$ cat config.mk
export PLATFORM = sky130hd
export DESIGN_NAME = load_store_unit
export DESIGN_NICKNAME = d
export VERILOG_FILES = /design/src/rtl/lsu_pkg.sv /design/src/rtl/lsu_load_align.sv /design/src/rtl/load_store_unit.sv
export SDC_FILE = /design/constraint.sdc
export NUM_CORES = 1
export LEC_CHECK = 0
export CAP_MARGIN = 10
export CORE_MARGIN = 8
export CORE_UTILIZATION = 40
export DETAILED_ROUTE_END_ITERATION = 16
export PLACE_DENSITY = 0.67
export RECOVER_POWER = 50
export SYNTH_ARGS = -nofsm -noshare
export SYNTH_HDL_FRONTEND = slang
export SYNTH_HIERARCHICAL = 1
export SYNTH_SLANG_ARGS = --single-unit
export TNS_END_PERCENT = 50
$ cat constraint.sdc
create_clock -name CLK -period 4.12 [get_ports CLK]
set_clock_uncertainty 0.15 [all_clocks]
set_input_delay 0.618 -clock CLK [delete_from_list [all_inputs] [get_ports CLK]]
set_output_delay 0.618 -clock CLK [all_outputs]
set_load 0.02 [all_outputs]
$ cat src/rtl/lsu_pkg.sv
// Shared encodings, FSM state type and byte-lane helpers for the load/store unit.
package lsu_pkg;

  typedef enum logic [1:0] {
    SzByte    = 2'b00,
    SzHalf    = 2'b01,
    SzWord    = 2'b10,
    SzIllegal = 2'b11
  } size_e;

  typedef enum logic {
    StIdle  = 1'b0,
    StMerge = 1'b1
  } state_e;

  localparam logic [3:0] ByteMask = 4'b0001;
  localparam logic [3:0] HalfMask = 4'b0011;
  localparam logic [3:0] WordMask = 4'b1111;

  function automatic logic is_misaligned(size_e size, logic [1:0] off);
    logic mis;
    case (size)
      SzByte:  mis = 1'b0;
      SzHalf:  mis = off[0];
      SzWord:  mis = (off != 2'b00);
      default: mis = 1'b1;
    endcase
    return mis;
  endfunction

  // Byte lanes touched by an aligned access at offset off.
  function automatic logic [3:0] lane_mask(size_e size, logic [1:0] off);
    logic [3:0] mask;
    case (size)
      SzByte:  mask = ByteMask << off;
      SzHalf:  mask = HalfMask << off;
      default: mask = WordMask;
    endcase
    return mask;
  endfunction

endpackage

$ cat src/rtl/lsu_load_align.sv
// Extracts the addressed little-endian lane of a read word and sign/zero-extends it.
module lsu_load_align
  import lsu_pkg::*;
#(
  parameter int unsigned Width = 32
) (
  input  logic [Width-1:0] rd_i,
  input  size_e            size_i,
  input  logic             sign_i,
  input  logic [1:0]       off_i,
  output logic [Width-1:0] data_o
);

  logic [7:0]  byte_lane;
  logic [15:0] half_lane;

  assign byte_lane = rd_i[{off_i, 3'b000} +: 8];
  assign half_lane = rd_i[{off_i[1], 4'b0000} +: 16];

  always_comb begin
    case (size_i)
      SzByte:  data_o = {{(Width - 8){sign_i & byte_lane[7]}}, byte_lane};
      SzHalf:  data_o = {{(Width - 16){sign_i & half_lane[15]}}, half_lane};
      default: data_o = rd_i;
    endcase
  end

endmodule

$ cat src/rtl/load_store_unit.sv
// Load/store unit: single-cycle loads and word stores, two-cycle read-merge-write
// for sub-word stores, and a one-cycle error pulse on misaligned/illegal accesses.
module load_store_unit
  import lsu_pkg::*;
#(
  parameter int unsigned Address_Width = 32,
  parameter int unsigned REG_Width     = 32
) (
  input  logic                     CLK,
  input  logic                     RST,
  input  logic                     REQ,
  input  logic                     WR,
  input  logic [1:0]               SIZE,
  input  logic                     SIGNED,
  input  logic [Address_Width-1:0] ADDR,
  input  logic [REG_Width-1:0]     WDATA,
  output logic [REG_Width-1:0]     RDATA,
  output logic                     STALL,
  output logic                     ERR,
  output logic [Address_Width-1:0] ERR_ADDR,
  output logic [Address_Width-1:0] MEM_A,
  output logic [REG_Width-1:0]     MEM_WD,
  output logic                     MEM_WE,
  input  logic [REG_Width-1:0]     MEM_RD
);

  state_e                   state_q, state_d;
  size_e                    size_q;
  logic [REG_Width-1:0]     old_q, wdata_q;
  logic [Address_Width-1:0] addr_q, err_addr_q;

  size_e                size_in;
  logic                 misalign;
  logic [REG_Width-1:0] load_data;
  logic [REG_Width-1:0] shifted, merged;
  logic [3:0]           mask;

  assign size_in  = size_e'(SIZE);
  assign misalign = is_misaligned(size_in, ADDR[1:0]);
  assign ERR_ADDR = err_addr_q;

  lsu_load_align #(
    .Width (REG_Width)
  ) u_load_align (
    .rd_i   (MEM_RD),
    .size_i (size_in),
    .sign_i (SIGNED),
    .off_i  (ADDR[1:0]),
    .data_o (load_data)
  );

  // Old word with only the addressed lanes replaced by the shifted store data.
  always_comb begin
    shifted = wdata_q << {addr_q[1:0], 3'b000};
    mask    = lane_mask(size_q, addr_q[1:0]);
    merged  = old_q;
    for (int i = 0; i < 4; i++) begin
      if (mask[i]) merged[8*i +: 8] = shifted[8*i +: 8];
    end
  end

  always_comb begin
    state_d = state_q;
    MEM_A   = ADDR >> 2;
    MEM_WD  = WDATA;
    MEM_WE  = 1'b0;
    STALL   = 1'b0;
    ERR     = 1'b0;
    RDATA   = '0;
    case (state_q)
      StIdle: begin
        if (REQ) begin
          if (misalign) begin
            ERR = 1'b1;
          end else if (!WR) begin
            RDATA = load_data;
          end else if (size_in == SzWord) begin
            MEM_WE = 1'b1;
          end else begin
            STALL   = 1'b1;
            state_d = StMerge;
          end
        end
      end
      StMerge: begin
        MEM_A   = addr_q >> 2;
        MEM_WD  = merged;
        MEM_WE  = 1'b1;
        state_d = StIdle;
      end
      default: state_d = StIdle;
    endcase
    // Reset must silence the memory and core handshake without waiting for a clock.
    if (!RST) begin
      MEM_WE = 1'b0;
      STALL  = 1'b0;
      ERR    = 1'b0;
    end
  end

  always_ff @(posedge CLK or negedge RST) begin
    if (!RST) begin
      state_q    <= StIdle;
      size_q     <= SzByte;
      old_q      <= '0;
      wdata_q    <= '0;
      addr_q     <= '0;
      err_addr_q <= '0;
    end else begin
      state_q <= state_d;
      if (state_q == StIdle && REQ) begin
        if (misalign) begin
          err_addr_q <= ADDR;
        end else if (WR && size_in != SzWord) begin
          old_q   <= MEM_RD;
          addr_q  <= ADDR;
          wdata_q <= WDATA;
          size_q  <= size_in;
        end
      end
    end
  end

endmodule

==> impl_metrics.json <==
{
  "route.detailed.drc": 0,
  "row_count": 50,
  "violations": "capacitance limit, slew limit",
  "ant_nets": 0,
  "synth-seq-area-share": 0.441,
  "cap_violations": 2,
  "synth.cell_area_um2": 7440,
  "grt_max_degree": 78,
  "die_w_um": 152,
  "grt_pass1_vias": 6442,
  "io_buffer_count": 231,
  "gp_congestion": 0.897,
  "r2r_start": "state_q",
  "finalHoldViolations": 0,
  "fin_area_um2": 10500,
  "first_iter_violations": 349,
  "ios": 234,
  "regArea_um2": 3280,
  "synth_top_area_share": 0.441,
  "outcome": "complete, but fails checks",
  "grtUsageMet2": 0.339,
  "hold_path_class": "flop to flop",
  "nFillCells": 1518,
  "antenna_cells": 0,
  "clkTransAtPathRegs_ns": 0.06,
  "yosys.area.top_type": "dfrtp_1",
  "fp.dieH_um": 152,
  "synth_area_leaders": "dfrtp_1, mux2_2, mux2i_1, mux2_4, a221o_1",
  "vias": 5966,
  "cts_resized": 0,
  "rsz0062_at_grt": "false",
  "initial_core_util": 0.403,
  "clk_root_buffer_cell": "clkbuf_16",
  "power_density_nw_per_um2": 442,
  "synth-seq-cells": 131,
  "clk_latency_ns": 0.40,
  "cts_hold_repair.buffers": 1,
  "grt_use_met1": 0.238,
  "multi_input_area_um2": 3850,
  "wl_mm": 24.3,
  "ys.warnings.count": 6,
  "worstRegToRegCells": 4,
  "numCtsBuffers": 17,
  "worstMarginPinSlew_ns": 1.91,
  "crit_arrival_ns": 3.14,
  "p_leak_nw": 4.28,
  "routed_via_density": 5.46,
  "dieArea_um2": 23200,
  "synth_top_flop_cell": "dfrtp_1",
  "clock-sinks": 131,
  "hold_slack_ns": 0.353,
  "htreeDepth": 4,
  "async_flop_share": 1.00,
  "syn_to_final_growth_pct": 41.1,
  "fin_tns_setup_ns": 0,
  "grt_pass1_wl_mm": 37.5,
  "post_synth_num_cell_types": 43,
  "fin_crit_ns": 3.91,
  "path_class": "primary input to output pin",
  "crit_path_max_fanout": 16,
  "grt_use_total": 0.206,
  "wire_per_inst_um": 22.2,
  "antenna_found_initial": 4,
  "cts_tree": "done",
  "drt_pass1_iterations": 4,
  "synth_edf_count": 0,
  "postCtsSetupRepairBufs": 0,
  "timing.final.crit_share": 0.949,
  "syn_avg_cell_area_um2": 11.9,
  "regToRegSetupSlack_ns": 0.89,
  "fin_nets": 949,
  "slew_headroom": -0.275,
  "overflow": 0,
  "drive_gt1_frac": 0.269,
  "required_ns": 3.35,
  "critPathLaunchType": "primary input",
  "min-delay-start": "ERR_ADDR[22]",
  "peakVddDrop_mv": 0.277,
  "hold_depth": 1,
  "gr-max-usage-layer": "met2",
  "max_freq_ghz": 0.256,
  "r2r-end": "ERR_ADDR[21]",
  "postPlaceCellArea_um2": 9880,
  "synth_cells": 627,
  "design.core.area_um2": 18500,
  "clockBufferDepth": 2,
  "cp-end-kind": "output pin",
  "hpwl_mm": 18.4,
  "grt.met3_usage": 0.0837,
  "setup_viol": 0,
  "whs_endpoint": "ERR_ADDR[22]",
  "drv_slew": 111
}
## report_power, final
group	switching, W	total, W	internal, W
Combinational	0.000585	0.00127	0.000687
Sequential	0.000221	0.00178	0.00156
Clock	0.000584	0.00159	0.00100
## cell usage after synthesis (9+ instances only)
cell type,instances
nor2_1,12
buf_2,12
mux2i_1,34
mux2_4,20
mux2_2,147
a221o_1,24
a21oi_2,10
nor2b_1,28
nor3_1,13
dfrtp_1,131
buf_4,9
and2_1,36
clkbuf_1,15
buf_1,9
nand2_1,33
a21oi_1,22
## state kept, by name, summed over array words and instances (netlist names)
signal,count
state_q,1
old_q,32
size_q,2
addr_q,32
ERR_ADDR,32
wdata_q,32
## cells by family after synthesis
| family | count (synthesis) | share of synthesized area |
|---|---|---|
| mux | 201 | 0.309 |
| simple gates | 142 | 0.106 |
| flops | 131 | 0.441 |
| compound gates | 99 | 0.102 |
| buf+inv | 53 | 0.0431 |
| other cells | 1 | 0.000504 |
## final cells by class
| cell class | count | area share |
|---|---|---|
| clock buffer | 21 | 0.0448 |
| clock inverter | 11 | 0.0144 |
| inverter | 3 | 0.00155 |
| multi-input combinational | 444 | 0.367 |
| sequential | 131 | 0.312 |
| tap | 234 | 0.0279 |
| timing repair buffer | 249 | 0.232 |
## worst max-delay path by stage
stage          startpoint        end  slack (ns)  depth (start not counted)
6_report          ADDR[1]  RDATA[30]        0.21                          8
3_5_place_dp      ADDR[1]  RDATA[30]        0.25                          8
5_1_grt               RST    state_q        0.05                          3
2_1_floorplan     SIZE[0]      STALL        1.43                          6
3_3_place_gp      ADDR[0]      STALL        0.34                          6
4_1_cts           ADDR[1]  RDATA[30]        0.25                          8
## per-layer routing
layer,vias to the layer above,share of wire
met3,37,0.092
met5,-,0.0019
li1,2715,-
met4,6,0.025
met1,2967,0.41
met2,241,0.47
## worst max-delay path: stages
cell and delay, ns:
clkdlybuf4s50_1 0.68, mux2_2 0.41, a21oi_1 0.24, and2_1 0.16, buf_4 0.24, a21oi_1 0.07
and2_1 0.17, clkdlybuf4s50_1 0.54
## cell usage in the layout, fill, tap and decap left out, types with 2 or more instances in the layout
| cell type | count |
|---|---|
| clkinv_4 | 3 |
| o21ba_2 | 2 |
| mux2_2 | 147 |
| a31oi_1 | 8 |
| bufinv_16 | 3 |
| a21oi_1 | 22 |
| nor2b_1 | 28 |
| clkinvlp_4 | 4 |
| nor2_1 | 12 |
| and2_1 | 36 |
| nand3b_1 | 8 |
| mux2_4 | 20 |
| nor3_1 | 13 |
| clkbuf_8 | 3 |
| dlygate4sd3_1 | 34 |
| o21a_1 | 5 |
| nand2b_1 | 4 |
| dfrtp_1 | 130 |
| nand2_1 | 33 |
| clkbuf_1 | 3 |
| clkdlybuf4s50_1 | 197 |
| a21oi_2 | 10 |
| o2bb2ai_1 | 8 |
| clkbuf_16 | 17 |
| conb_1 | 2 |
| buf_4 | 14 |
| a221o_1 | 24 |
| mux2i_1 | 34 |
| clkbuf_2 | 2 |
| o21ai_0 | 7 |
| inv_1 | 2 |
| a22oi_1 | 8 |
## stage by stage
| stage | total power, W | cells | setup WS, ns | util |
|---|---|---|---|---|
| 2_1_floorplan | 0.00251 | 628 | 1.43 | - |
| 4_1_cts | 0.00470 | 1093 | 0.250 | 0.569 |
| 6_report | 0.00464 | 1093 | 0.212 | 0.569 |
| 3_3_place_gp | 0.00306 | 1060 | 0.343 | 0.535 |
| 5_1_grt | 0.00485 | 1093 | 0.0535 | 0.569 |
| 3_5_place_dp | 0.00310 | 1060 | 0.251 | 0.535 |
No activity file was read; power rests on OpenSTA's default activity.
